### config.mk
export PLATFORM = sky130hd
export DESIGN_NAME = cdie_pm_clk_rsp
export DESIGN_NICKNAME = d
export VERILOG_FILES = /design/src/rtl/cdie_pm_clk_rsp.sv
export SDC_FILE = /design/constraint.sdc
export NUM_CORES = 1
export LEC_CHECK = 0
export CORE_ASPECT_RATIO = 0.9
export CORE_UTILIZATION = 35
export DETAILED_ROUTE_END_ITERATION = 10
export SYNTH_ARGS = -nofsm -noshare
export SYNTH_HDL_FRONTEND = slang
export SYNTH_SLANG_ARGS = --single-unit
### constraint.sdc
create_clock -name local_half_bridge_clk -period 2.5 [get_ports local_half_bridge_clk]
set_input_delay 0.625 -clock local_half_bridge_clk [delete_from_list [all_inputs] [get_ports local_half_bridge_clk]]
set_output_delay 0.625 -clock local_half_bridge_clk [all_outputs]
set_load 0.02 [all_outputs]
### src/rtl/cdie_pm_clk_rsp.sv
// CDIE-side PM clock-request / DVFS handshake responder on the local half-bridge.
// Optional protocol checker enabled by defining CDIE_PM_CLK_RSP_ERR_CHK_EN.
module cdie_pm_clk_rsp #(
    parameter int unsigned NUM_CLK  = 3,
    parameter int unsigned CNT_W    = 8,
    parameter int unsigned ON_DLY   = 16,
    parameter int unsigned OFF_DLY  = 4,
    parameter int unsigned DVFS_DLY = 8
) (
    input  logic               local_half_bridge_clk,
    input  logic               local_half_bridge_rst_b,
    input  logic [NUM_CLK-1:0] clk_req,
    output logic [NUM_CLK-1:0] clk_en,
    output logic [NUM_CLK-1:0] clk_ack,
    input  logic               go_prep_unprep,
    output logic               go_prep_unprep_ack,
    input  logic               go_incgb_decgb_req,
    output logic               go_incgb_decgb_ack,
    output logic               dvfs_busy,
    output logic               err_proto
);

    typedef enum logic [1:0] {CLK_OFF, CLK_RAMP_ON, CLK_ON, CLK_RAMP_OFF} clk_st_e;
    typedef enum logic {DV_IDLE, DV_WAIT} dv_st_e;

    localparam logic [CNT_W-1:0] ON_LD  = CNT_W'(ON_DLY - 1);
    localparam logic [CNT_W-1:0] OFF_LD = CNT_W'(OFF_DLY - 1);
    localparam logic [CNT_W-1:0] DV_LD  = CNT_W'(DVFS_DLY - 1);

    logic [NUM_CLK-1:0] r_req_m, r_req_s;
    logic               r_prep_m, r_prep_s;
    logic               r_inc_m, r_inc_s;

    always_ff @(posedge local_half_bridge_clk or negedge local_half_bridge_rst_b) begin
        if (!local_half_bridge_rst_b) begin
            r_req_m  <= '0;
            r_req_s  <= '0;
            r_prep_m <= 1'b0;
            r_prep_s <= 1'b0;
            r_inc_m  <= 1'b0;
            r_inc_s  <= 1'b0;
        end else begin
            r_req_m  <= clk_req;
            r_req_s  <= r_req_m;
            r_prep_m <= go_prep_unprep;
            r_prep_s <= r_prep_m;
            r_inc_m  <= go_incgb_decgb_req;
            r_inc_s  <= r_inc_m;
        end
    end

`ifdef CDIE_PM_CLK_RSP_ERR_CHK_EN
    logic [NUM_CLK-1:0] w_ramp_abort;
`endif

    for (genvar g = 0; g < NUM_CLK; g++) begin : g_src
        clk_st_e          r_st;
        logic [CNT_W-1:0] r_cnt;
        logic             r_en;
        logic             r_ack;

        always_ff @(posedge local_half_bridge_clk or negedge local_half_bridge_rst_b) begin
            if (!local_half_bridge_rst_b) begin
                r_st  <= CLK_OFF;
                r_cnt <= '0;
                r_en  <= 1'b0;
                r_ack <= 1'b0;
            end else begin
                case (r_st)
                    CLK_OFF: begin
                        if (r_req_s[g]) begin
                            r_st  <= CLK_RAMP_ON;
                            r_cnt <= ON_LD;
                            r_en  <= 1'b1;
                        end
                    end
                    CLK_RAMP_ON: begin
                        if (!r_req_s[g]) begin
                            r_st  <= CLK_RAMP_OFF;
                            r_cnt <= OFF_LD;
                            r_en  <= 1'b0;
                        end else if (r_cnt == '0) begin
                            r_st  <= CLK_ON;
                            r_ack <= 1'b1;
                        end else begin
                            r_cnt <= r_cnt - CNT_W'(1);
                        end
                    end
                    CLK_ON: begin
                        if (!r_req_s[g]) begin
                            r_st  <= CLK_RAMP_OFF;
                            r_cnt <= OFF_LD;
                            r_en  <= 1'b0;
                        end
                    end
                    CLK_RAMP_OFF: begin
                        // ack keeps its entry value until the off ramp completes
                        if (r_cnt == '0) begin
                            r_st  <= CLK_OFF;
                            r_ack <= 1'b0;
                        end else begin
                            r_cnt <= r_cnt - CNT_W'(1);
                        end
                    end
                    default: begin
                        r_st  <= CLK_OFF;
                        r_en  <= 1'b0;
                        r_ack <= 1'b0;
                    end
                endcase
            end
        end

        assign clk_en[g]  = r_en;
        assign clk_ack[g] = r_ack;
`ifdef CDIE_PM_CLK_RSP_ERR_CHK_EN
        assign w_ramp_abort[g] = (r_st == CLK_RAMP_ON) && !r_req_s[g];
`endif
    end

    dv_st_e           r_prep_st;
    logic [CNT_W-1:0] r_prep_cnt;
    logic             r_prep_ack;
    logic             w_prep_done;
    logic             w_prep_ack_nxt;

    assign w_prep_done    = (r_prep_st == DV_WAIT) && (r_prep_s != r_prep_ack) && (r_prep_cnt == '0);
    assign w_prep_ack_nxt = w_prep_done ? r_prep_s : r_prep_ack;

    always_ff @(posedge local_half_bridge_clk or negedge local_half_bridge_rst_b) begin
        if (!local_half_bridge_rst_b) begin
            r_prep_st  <= DV_IDLE;
            r_prep_cnt <= '0;
            r_prep_ack <= 1'b0;
        end else begin
            case (r_prep_st)
                DV_IDLE: begin
                    if (r_prep_s != r_prep_ack) begin
                        r_prep_st  <= DV_WAIT;
                        r_prep_cnt <= DV_LD;
                    end
                end
                DV_WAIT: begin
                    if (r_prep_s == r_prep_ack) begin
                        r_prep_st <= DV_IDLE;
                    end else if (r_prep_cnt == '0) begin
                        r_prep_st  <= DV_IDLE;
                        r_prep_ack <= r_prep_s;
                    end else begin
                        r_prep_cnt <= r_prep_cnt - CNT_W'(1);
                    end
                end
                default: r_prep_st <= DV_IDLE;
            endcase
        end
    end

    // Rising incgb ack needs prep ack; using its next value lets the count start on the prep-ack edge
    dv_st_e           r_inc_st;
    logic [CNT_W-1:0] r_inc_cnt;
    logic             r_inc_ack;
    logic             w_inc_ok;

    assign w_inc_ok = !r_inc_s || w_prep_ack_nxt;

    always_ff @(posedge local_half_bridge_clk or negedge local_half_bridge_rst_b) begin
        if (!local_half_bridge_rst_b) begin
            r_inc_st  <= DV_IDLE;
            r_inc_cnt <= '0;
            r_inc_ack <= 1'b0;
        end else begin
            case (r_inc_st)
                DV_IDLE: begin
                    if ((r_inc_s != r_inc_ack) && w_inc_ok) begin
                        r_inc_st  <= DV_WAIT;
                        r_inc_cnt <= DV_LD;
                    end
                end
                DV_WAIT: begin
                    if ((r_inc_s == r_inc_ack) || !w_inc_ok) begin
                        r_inc_st <= DV_IDLE;
                    end else if (r_inc_cnt == '0) begin
                        r_inc_st  <= DV_IDLE;
                        r_inc_ack <= r_inc_s;
                    end else begin
                        r_inc_cnt <= r_inc_cnt - CNT_W'(1);
                    end
                end
                default: r_inc_st <= DV_IDLE;
            endcase
        end
    end

    assign go_prep_unprep_ack = r_prep_ack;
    assign go_incgb_decgb_ack = r_inc_ack;
    assign dvfs_busy          = (r_prep_st == DV_WAIT) || (r_inc_st == DV_WAIT);

`ifdef CDIE_PM_CLK_RSP_ERR_CHK_EN
    logic r_inc_s_d;
    logic r_err;

    always_ff @(posedge local_half_bridge_clk or negedge local_half_bridge_rst_b) begin
        if (!local_half_bridge_rst_b) begin
            r_inc_s_d <= 1'b0;
            r_err     <= 1'b0;
        end else begin
            r_inc_s_d <= r_inc_s;
            if ((|w_ramp_abort) || (r_inc_s && !r_inc_s_d && !r_prep_ack))
                r_err <= 1'b1;
        end
    end

    assign err_proto = r_err;
`else
    assign err_proto = 1'b0;
`endif

endmodule

==> results.yml <==
clock_tree:
  cts_resized: 0
  clock_latency_ns: 0.33
  cts_tree: "built"
  cts_buffers: 9
  cts_max_level: 3
  cts_max_path_buffers: 2
  numClockSinks: 66
  post_cts_buffers: 0
  cts_root_buf: "clkbuf_16"
  clkSlewWorstSetupHoldPaths_ns: 0.05
  hold_buffers: 0
route:
  wl_mm: 7.01
  wl_per_cell_um: 12.6
  drc: 2
  num_vias: 2929
  drt_iter0_markers: 137
  dr.pass1.iters: 7
  drtAntennaViolNets: 0
  viasPerCell: 5.28
yosys:
  synth_edf_count: 0
  syn-cell-area_sq_um: 3760
  async_reset_ff_share_pct: 100
  yosysWarnings: 0
  synth_area_leader_cell: "dfrtp_1"
  ys_seq_area_share_pct: 43.9
  synth_area_leaders: "dfrtp_1 (44%), ha_1 (8.3%), o21ai_0 (5.1%), nor2_1 (3.9%), a21oi_1 (3.6%)"
  synth_top_cell_area_share_pct: 43.9
  syn_inst: 403
  ys_seq_elements: 66
  ys_types: 57
  synth.avg_cell_area_sq_um: 9.33
  ys.flop_type: "dfrtp_1"
  syn-num-nets: 435
worst_setup_path:
  end_kind: "output port"
  critPathMaxFanout: 5
  r2r-end: "g_src[2].r_st[0]"
  critPathKind: "flip-flop to output port"
  rrSetupSlack_ns: 0.37
  reg2reg_depth: 5
  cp.arrival_ns: 1.59
  start_kind: "flip-flop"
  cp.required_ns: 1.88
  r2r-start: "g_src[2].r_cnt[2]"
global_route:
  track_usage_pct: 14.0
  grt.overflow.total: 0
  grt_first_pass_wirelength_mm: 12.5
  grt_pass1_vias: 2729
  antenna_found_initial: 0
  grt_max_degree: 34
finish:
  antenna_cells: 0
  final_nets: 453
  layout_commonest_cell: "dfrtp_1"
  multiInputGateArea_sq_um: 1890
  drive_gt1_share_pct: 8.92
  area_growth_pct: 14.4
  layout_common_cells: "dfrtp_1 (66), nor2_1 (39), o21ai_0 (38)"
  final-seq-area_sq_um: 1650
  fillers: 991
timing:
  setup_ws_ns: 0.284
  finalMaxSlewViolations: 0
  max_clock_freq_ghz: 0.451
  tightest_slew_ns: 0.741
  final_hold_viol_count: 0
  tns_ns: 0
  slew_headroom_pct: 50.4
  rsz0062_at_grt: "no"
  setup_viol: 0
  post-route-period-util_pct: 88.6
  period_minus_slack_ns: 2.22
  clock_skew_ns: 0.00510
floorplanning:
  coreArea_sq_um: 10300
  start_util_pct: 36.4
  fp.dieH_um: 100
  fp-row-count: 35
  io_pins: 17
  die_area_sq_um: 11200
  die_w_um: 111
power:
  p_leak_nw: 1.94
  power.density_nw_per_um2: 1230
  vdd_drop_max_mv: 0.590
placement:
  routabilityCongestion: 0.775
  pre_cts_ws_ns: 0.422
  dp_hpwl_mm: 4.99
  portBuffers: 15
worst_hold_path:
  hold_class: "input port to async pin"
run_status:
  status: "finished with violations"
  violations: "design-rule violations"
job:
  drv_cap: 0
[power by group]
part           internal [mW]  switching (mW)  total, mW
Sequential              1.37           0.305       1.68
Combinational           1.02            1.38       2.41
Clock                  0.749           0.448       1.20
Total                   3.14            2.14       5.28
[logic make-up (layout without fill, tap and decap cells)]
logic type / count (synthesis) / count (layout) / share of synthesized area [%]
other cells: 1 / 1 / 0.0997
mux: 10 / 10 / 2.99
fa+ha+maj: 25 / 25 / 8.32
xor+xnor: 7 / 7 / 1.63
simple gates: 125 / 125 / 16.8
flops: 66 / 66 / 43.9
compound gates: 120 / 120 / 20.4
buf+inv: 49 / 72 / 5.85
[through the flow]
stage	instances	instance area [sq um]	hold WS [ns]	power [mW]	util, %
floorplan	403	3760	0.329	3.56	-
finish	555	4300	0.325	5.28	41.6
global route	555	4300	0.356	5.76	41.6
CTS	555	4300	0.345	5.32	41.6
global placement	539	4020	0.334	4.04	38.9
detailed placement	539	4020	0.338	4.09	38.9
[worst max-delay path by stage]
| stage | from | end | slack, ns | depth (start not counted) |
|---|---|---|---|---|
| after global placement | g_src[2].r_cnt[2] | g_src[2].r_st[0] | 0.41 | 5 |
| after floorplan | r_inc_cnt[5] | r_inc_cnt[6] | 0.53 | 6 |
| after CTS | r_prep_st | dvfs_busy | 0.27 | 2 |
| after detailed placement | g_src[2].r_cnt[2] | g_src[2].r_st[0] | 0.42 | 5 |
| final | r_prep_st | dvfs_busy | 0.28 | 2 |
| after global routing | g_src[2].r_cnt[2] | g_src[2].r_st[0] | 0.20 | 5 |
[synthesized netlist by cell type (all sizes together), types with 5 or more instances]
cell,instances
a21oi,27
a22o,7
a31oi,8
buf,10
dfrtp,66
ha,25
inv,36
mux2,7
nand2,26
nand3,8
nor2,39
nor2b,7
nor3,16
o21ai,41
o22a,9
o22ai,5
o31ai,6
xor2,5
[worst max-delay path: stages (launching register included)]
cell             delay [ns]
dfrtp_1                0.41
or2_2                  0.31
clkdlybuf4s50_1        0.55
[layer usage]
layer / vias to the layer above / share of wire, % / GRT usage (%)
li1: 1460 / - / -
met1: 1415 / 48 / 17.5
met2: 45 / 46 / 22.5
met3: 9 / 3.4 / 3.62
met4: 0 / 1.9 / 6.86
met5: - / 0 / 0
[flip-flops by register name, indices dropped and copies added (netlist names)]
register            count
g_src.r_cnt            24
g_src.r_en              3
g_src.r_ack             3
r_inc_s                 1
r_prep_st               1
go_incgb_decgb_ack      1
go_prep_unprep_ack      1
r_prep_m                1
r_req_m                 3
r_inc_m                 1
r_prep_cnt              8
r_inc_cnt               8
g_src.r_st              6
r_inc_st                1
r_prep_s                1
r_req_s                 3
[final cells by class]
type / count / area share [%]
repair buffers: 20 / 4.24
clock inverters: 2 / 0.233
multi-input cells: 288 / 43.9
inverters: 36 / 3.14
flip-flops and latches: 66 / 38.4
well taps: 129 / 3.75
clock buffers: 14 / 6.37
No activity file was read; power rests on OpenSTA's default activity.
